[src/rtl/itch_pkg.sv]
// itch_pkg: shared ITCH sizes, assembler FSM states and message-type bytes
package itch_pkg;
  localparam int MAX_BYTES_DEF = 64;
  localparam int PAYLOAD_W = MAX_BYTES_DEF * 8;
  localparam int LEN_W = 16;
  typedef enum logic [1:0] {LEN_HI, LEN_LO, BODY, DROP} state_t;
  localparam logic [7:0] MSG_SYSTEM = 8'h53;
  localparam logic [7:0] MSG_ADD = 8'h41;
  localparam logic [7:0] MSG_ADD_MPID = 8'h46;
  localparam logic [7:0] MSG_EXEC = 8'h45;
  localparam logic [7:0] MSG_EXEC_PRICE = 8'h43;
  localparam logic [7:0] MSG_CANCEL = 8'h58;
  localparam logic [7:0] MSG_DELETE = 8'h44;
  localparam logic [7:0] MSG_REPLACE = 8'h55;
  localparam logic [7:0] MSG_TRADE = 8'h50;
endpackage

[src/rtl/itch_sat_counter.sv]
// itch_sat_counter: event counter that either wraps or holds at all-ones
module itch_sat_counter #(
  parameter int W = 16,
  parameter bit SAT = 1'b1
) (
  input  logic         clk,
  input  logic         rst_n,
  input  logic         inc,
  output logic [W-1:0] count
);
  // count one per inc; when saturating, an all-ones value is held
  always_ff @(posedge clk or negedge rst_n)
    if (!rst_n) count <= '0;
    else if (inc && !(SAT && &count)) count <= count + W'(1);
endmodule

[src/rtl/itch_payload_assembler.sv]
// itch_payload_assembler: packs length-prefixed ITCH messages into left-aligned payloads
module itch_payload_assembler
  import itch_pkg::*;
#(
  parameter int MAX_BYTES = MAX_BYTES_DEF,
  parameter int CNT_W = 32,
  parameter int DROP_W = 16
) (
  input  logic                   clk,
  input  logic                   rst_n,
  input  logic                   in_valid,
  input  logic [7:0]             in_byte,
  input  logic                   in_flush,
  output logic                   payload_valid,
  output logic [MAX_BYTES*8-1:0] payload,
  output logic [LEN_W-1:0]       payload_len,
  output logic                   drop_pulse,
  output logic [CNT_W-1:0]       msg_count,
  output logic [DROP_W-1:0]      drop_count
);
  localparam int PW = MAX_BYTES * 8;
  state_t state;
  logic [LEN_W-1:0] len, idx, len_next;
  logic [PW-1:0] asm_buf;
  logic done, last, drop_ev;
  // full length as it completes, end of a body/drop run, and malformed-length detection
  always_comb begin
    len_next = {len[15:8], in_byte};
    last = idx == len - LEN_W'(1);
    drop_ev = in_valid && !in_flush && state == LEN_LO &&
              (len_next == '0 || len_next > LEN_W'(MAX_BYTES));
  end
  // framing FSM; done delays publication one edge so payload copies the finished buffer
  always_ff @(posedge clk or negedge rst_n)
    if (!rst_n) begin
      state <= LEN_HI;
      len <= '0;
      idx <= '0;
      asm_buf <= '0;
      done <= 1'b0;
      payload_valid <= 1'b0;
      payload <= '0;
      payload_len <= '0;
      drop_pulse <= 1'b0;
    end else begin
      done <= 1'b0;
      payload_valid <= done;
      drop_pulse <= drop_ev;
      if (done) begin
        payload <= asm_buf;
        payload_len <= len;
      end
      if (in_flush) begin
        state <= LEN_HI;
        idx <= '0;
      end else if (in_valid) begin
        case (state)
          LEN_HI: begin
            len[15:8] <= in_byte;
            state <= LEN_LO;
          end
          LEN_LO: begin
            len[7:0] <= in_byte;
            idx <= '0;
            state <= drop_ev ? (len_next == '0 ? LEN_HI : DROP) : BODY;
            if (!drop_ev) asm_buf <= '0;
          end
          BODY: begin
            for (int j = 0; j < MAX_BYTES; j++)
              if (idx == LEN_W'(j)) asm_buf[PW-1-8*j -: 8] <= in_byte;
            idx <= idx + LEN_W'(1);
            if (last) begin
              done <= 1'b1;
              state <= LEN_HI;
            end
          end
          default: begin
            idx <= idx + LEN_W'(1);
            if (last) state <= LEN_HI;
          end
        endcase
      end
    end
  itch_sat_counter #(.W(CNT_W), .SAT(1'b0)) u_msg_cnt (
    .clk(clk), .rst_n(rst_n), .inc(done), .count(msg_count)
  );
  itch_sat_counter #(.W(DROP_W), .SAT(1'b1)) u_drop_cnt (
    .clk(clk), .rst_n(rst_n), .inc(drop_ev), .count(drop_count)
  );
endmodule

[config.mk]
export PLATFORM = sky130hd
export DESIGN_NAME = itch_payload_assembler
export DESIGN_NICKNAME = d
export VERILOG_FILES = /design/src/rtl/itch_pkg.sv /design/src/rtl/itch_sat_counter.sv /design/src/rtl/itch_payload_assembler.sv
export SDC_FILE = /design/constraint.sdc
export NUM_CORES = 2
export LEC_CHECK = 0
export ABC_CLOCK_PERIOD_IN_PS = 3100
export BUFFER_PORTS_ARGS = -buffer_cell sky130_fd_sc_hd__buf_2
export CELL_PAD_IN_SITES_DETAIL_PLACEMENT = 0
export CELL_PAD_IN_SITES_GLOBAL_PLACEMENT = 2
export CORE_ASPECT_RATIO = 0.75
export CORE_MARGIN = 2
export CORE_UTILIZATION = 36
export DETAILED_ROUTE_END_ITERATION = 6
export PLACE_DENSITY = 0.84
export SLEW_MARGIN = 20
export SYNTH_ARGS = -nofsm -noshare
export SYNTH_HDL_FRONTEND = slang
export SYNTH_SLANG_ARGS = --single-unit
export TNS_END_PERCENT = 100
[constraint.sdc]
create_clock -name clk -period 3.1 [get_ports clk]
set_clock_uncertainty 0.1 [all_clocks]
set_input_delay 0.155 -clock clk [delete_from_list [all_inputs] [get_ports clk]]
set_output_delay 0.155 -clock clk [all_outputs]
set_load 0.05 [all_outputs]
==> flow_summary_export.csv <==
group,metric,value,unit
status,outcome,"finished, final reports clean",
flow_run,cap_violations,0,
global_route,grt_pass1_vias,27900,
worst_setup_path,slowest_stage,"or3b_2",
worst_setup_path,slowest_delay,0.51,ns
global_route,grt_util_met3,0.0552,
global_route,grt_overflow,0,
placed_design,post-place-cells,5016,
worst_setup_path,arrival,3.51,ns
logic_synthesis,post_synth.cell_area_avg,14.7,um^2
clock_tree,clkTransAtPathRegs,0.06,ns
die,start_util,0.362,
worst_setup_path,worstPathRequired,3.63,ns
logic_synthesis,synth_fp_nets,2910,
placed_design,gp_congestion,0.842,
final_layout,fillers,10700,
final_layout,fin_util,0.448,
power,power_frac_clock,0.472,
timing,setup_viol,0,
logic_synthesis,yosysUniqueCellTypes,62,
placed_design,place_hpwl,91700,um
logic_synthesis,synth_area_leaders,"dfrtp_1 (66%), mux2_2 (14%), a22o_1 (5.1%)",
clock_tree,insertion_delay,0.75,ns
timing,fin_tns_setup,0,ns
detailed_routing,dr.pass1.iters,5,
die,die_width,401,um
hold_path,worst_hold_path_type,"in -> async",
logic_synthesis,synth_top_flop_cell,"dfrtp_1",
final_layout,drive_gt1_frac,0.415,
global_route,grt_max_degree,131,
logic_synthesis,yosys_register_bits,1125,
detailed_routing,vias_per_cell,5.28,
logic_synthesis,seq_area_frac_synth,0.661,
power,switching_power,7.09,mW
die,die_h,302,um
power,power_density,580,nW/um^2
final_layout,layout.cells.non_filler,5241,
placed_design,place_area,48400,um^2
logic_synthesis,syn_area,42600,um^2
timing,hold_viol,0,
power,p_total,30.5,mW
global_route,met2_usage,0.329,
global_route,grtUsageTotal,0.222,
final_layout,nNetsFinal,3616,
global_route,antenna_found_initial,6,
die,ios,590,
clock_tree,clockBufferDepth,3,
timing,worstMarginPinSlew,1.16,ns
final_layout,stdcell_area,52600,um^2
worst_setup_path,critPathKind,"reg -> reg",
logic_synthesis,synth_edf_count,0,
timing,hold_slack,0.219,ns
logic_synthesis,async_flop_share,1.00,
timing,report.final.slew_viol_count,0,
timing,max-slew-margin-rel,0.224,
worst_setup_path,cp_max_fo,17,
logic_synthesis,synth_most_common_cell,"dfrtp_1",
die,die_area,121000,um^2
final_layout,register_area,28200,um^2
power,seq_power_share,0.489,
worst_setup_path,crit_top_cell,"buf_4",
global_route,met1_usage,0.323,
final_layout,multi_input_area,13800,um^2
timing,clock.fmax,335,MHz
global_route,grt-busiest-layer,"met2",
detailed_routing,drtAntennaViolNets,0,
detailed_routing,wl_per_cell,25.9,um
power,peakVddDrop,0.478,mV
worst_setup_path,crit_path_cell_trace,"nor4_1 > buf_4 > nand3_1 > or3b_2 > buf_4 > o21ai_0 > nand2_1 > a22o_1",
clock_tree,root_buffer,"clkbuf_16",
worst_setup_path,critPathLaunchType,"register",
worst_setup_path,end_kind,"register",
logic_synthesis,synth_top_area_share,0.661,
power,leakagePower,26.7,nW
detailed_routing,vias,27700,
die,placementRows,109,
clock_tree,htreeDepth,3,
clock_tree,cts_tree,"yes",
final_layout,area_growth,23.5,%
logic_synthesis,yosysTopAreaCell,"dfrtp_1",
logic_synthesis,ys_top_cells_by_count,"dfrtp_1 (1125), mux2_2 (544), a22o_1 (249)",
power,p_comb_frac,0.039,
timing,period_minus_slack,2.98,ns
logic_synthesis,synth_cells,2891,
timing,grt_setup_unrepaired,"false",
detailed_routing,drt_wl_total,136000,um
power,p_int,23.4,mW
placed_design,port_buffers,589,
clock_tree,cts_sinks,1125,
detailed_routing,drt_iter0_drc,2003,
die,coreArea,118000,um^2
detailed_routing,drcViolationCount,0,
placed_design,place_ws,-0.262,ns
global_route,grt_first_pass_wirelength,198000,um
timing,worst_slack,0.118,ns
timing,min_period_over_period,0.962,
power,swShare,0.232,
clock_tree,cts_made_buffers,112,
logic_synthesis,yosysWarnings,0,
## state kept, by name, summed over array words and instances, names as in the netlist
signal / cells
payload_valid: 1
state: 2
u_drop_cnt.count: 16
asm_buf: 512
done: 1
payload: 512
idx: 16
len: 16
payload_len: 16
drop_pulse: 1
u_msg_cnt.count: 32
## metal layers
| metal | part of all wire | vias to the layer above |
|---|---|---|
| met2 | 0.45 | 790 |
| met5 | 0 | - |
| met1 | 0.47 | 14600 |
| met4 | 0.025 | 0 |
| met3 | 0.062 | 163 |
| li1 | - | 12100 |
## logic make-up after synthesis
logic type,after synthesis,share of synthesized area
adders and majority gates,7,0.00206
and+or+nand+nor,336,0.0399
xor gates and xnor gates,70,0.0147
AOI/OAI and AO/OA,628,0.121
DFF,1125,0.661
muxes,546,0.144
buffers and inverters,179,0.0168
## power by group through the flow
stage / registers (mW) / clock network, mW / logic [mW]
2_1_floorplan: 15.2 / 0 / 0.429
4_1_cts: 14.9 / 14.7 / 1.22
5_1_grt: 14.9 / 15.3 / 1.33
3_5_place_dp: 15.2 / 0 / 1.19
6_report: 14.9 / 14.4 / 1.20
3_3_place_gp: 15.2 / 0 / 1.18
## timing repair
item	CTS	global route
pin swaps	2	3
setup buffers	1	7
hold buffers	13	0
endpoints found under the hold margin	600	0
resized for setup	2	2
endpoints found under the setup margin	240	119
## final timing paths
check | start | to | slack, ns | cells past startpoint
worst min register to register | u_msg_cnt.count[31] | u_msg_cnt.count[31] | 0.36 | 1
worst max-delay path | idx[10] | asm_buf[218] | 0.12 | 8
worst max register to register | idx[10] | asm_buf[218] | 0.12 | 8
min in group clk | in_byte[1] | len[1] | 0.22 | 4
worst min-delay path | rst_n | payload[258] | 0.22 | 3
max in group asynchronous | rst_n | asm_buf[233] | 1.98 | 4
## layout make-up
cell class / instances / share of cell area
diodes: 1 / 0.0000476
clock inverters: 50 / 0.0142
well taps: 1554 / 0.0370
repair buffers: 762 / 0.0905
clock buffers: 153 / 0.0600
inverters: 9 / 0.000642
flip-flops and latches: 1125 / 0.535
multi-input cells: 1587 / 0.262
## worst max-delay path, delay by kind of cell (launching register included)
kind	cells	cell delay, ns
flip-flops	1	0.37
AO/OA/AOI/OAI	2	0.68
AND/OR/NAND/NOR	4	1.26
buffers and inverters	2	0.43
## cell usage in the layout (no fill, tap or decap), types with 35 or more instances in the layout
cell type  instances
buf_2            588
xnor2_1           47
o21ai_0           67
clkbuf_16        112
buf_4            122
buf_12            36
dfrtp_1         1124
nand2_1          133
a21oi_1           35
a22o_1           249
mux2_2           544
o2bb2ai_1        238
Note: power is estimated with default switching activity, not from simulation.
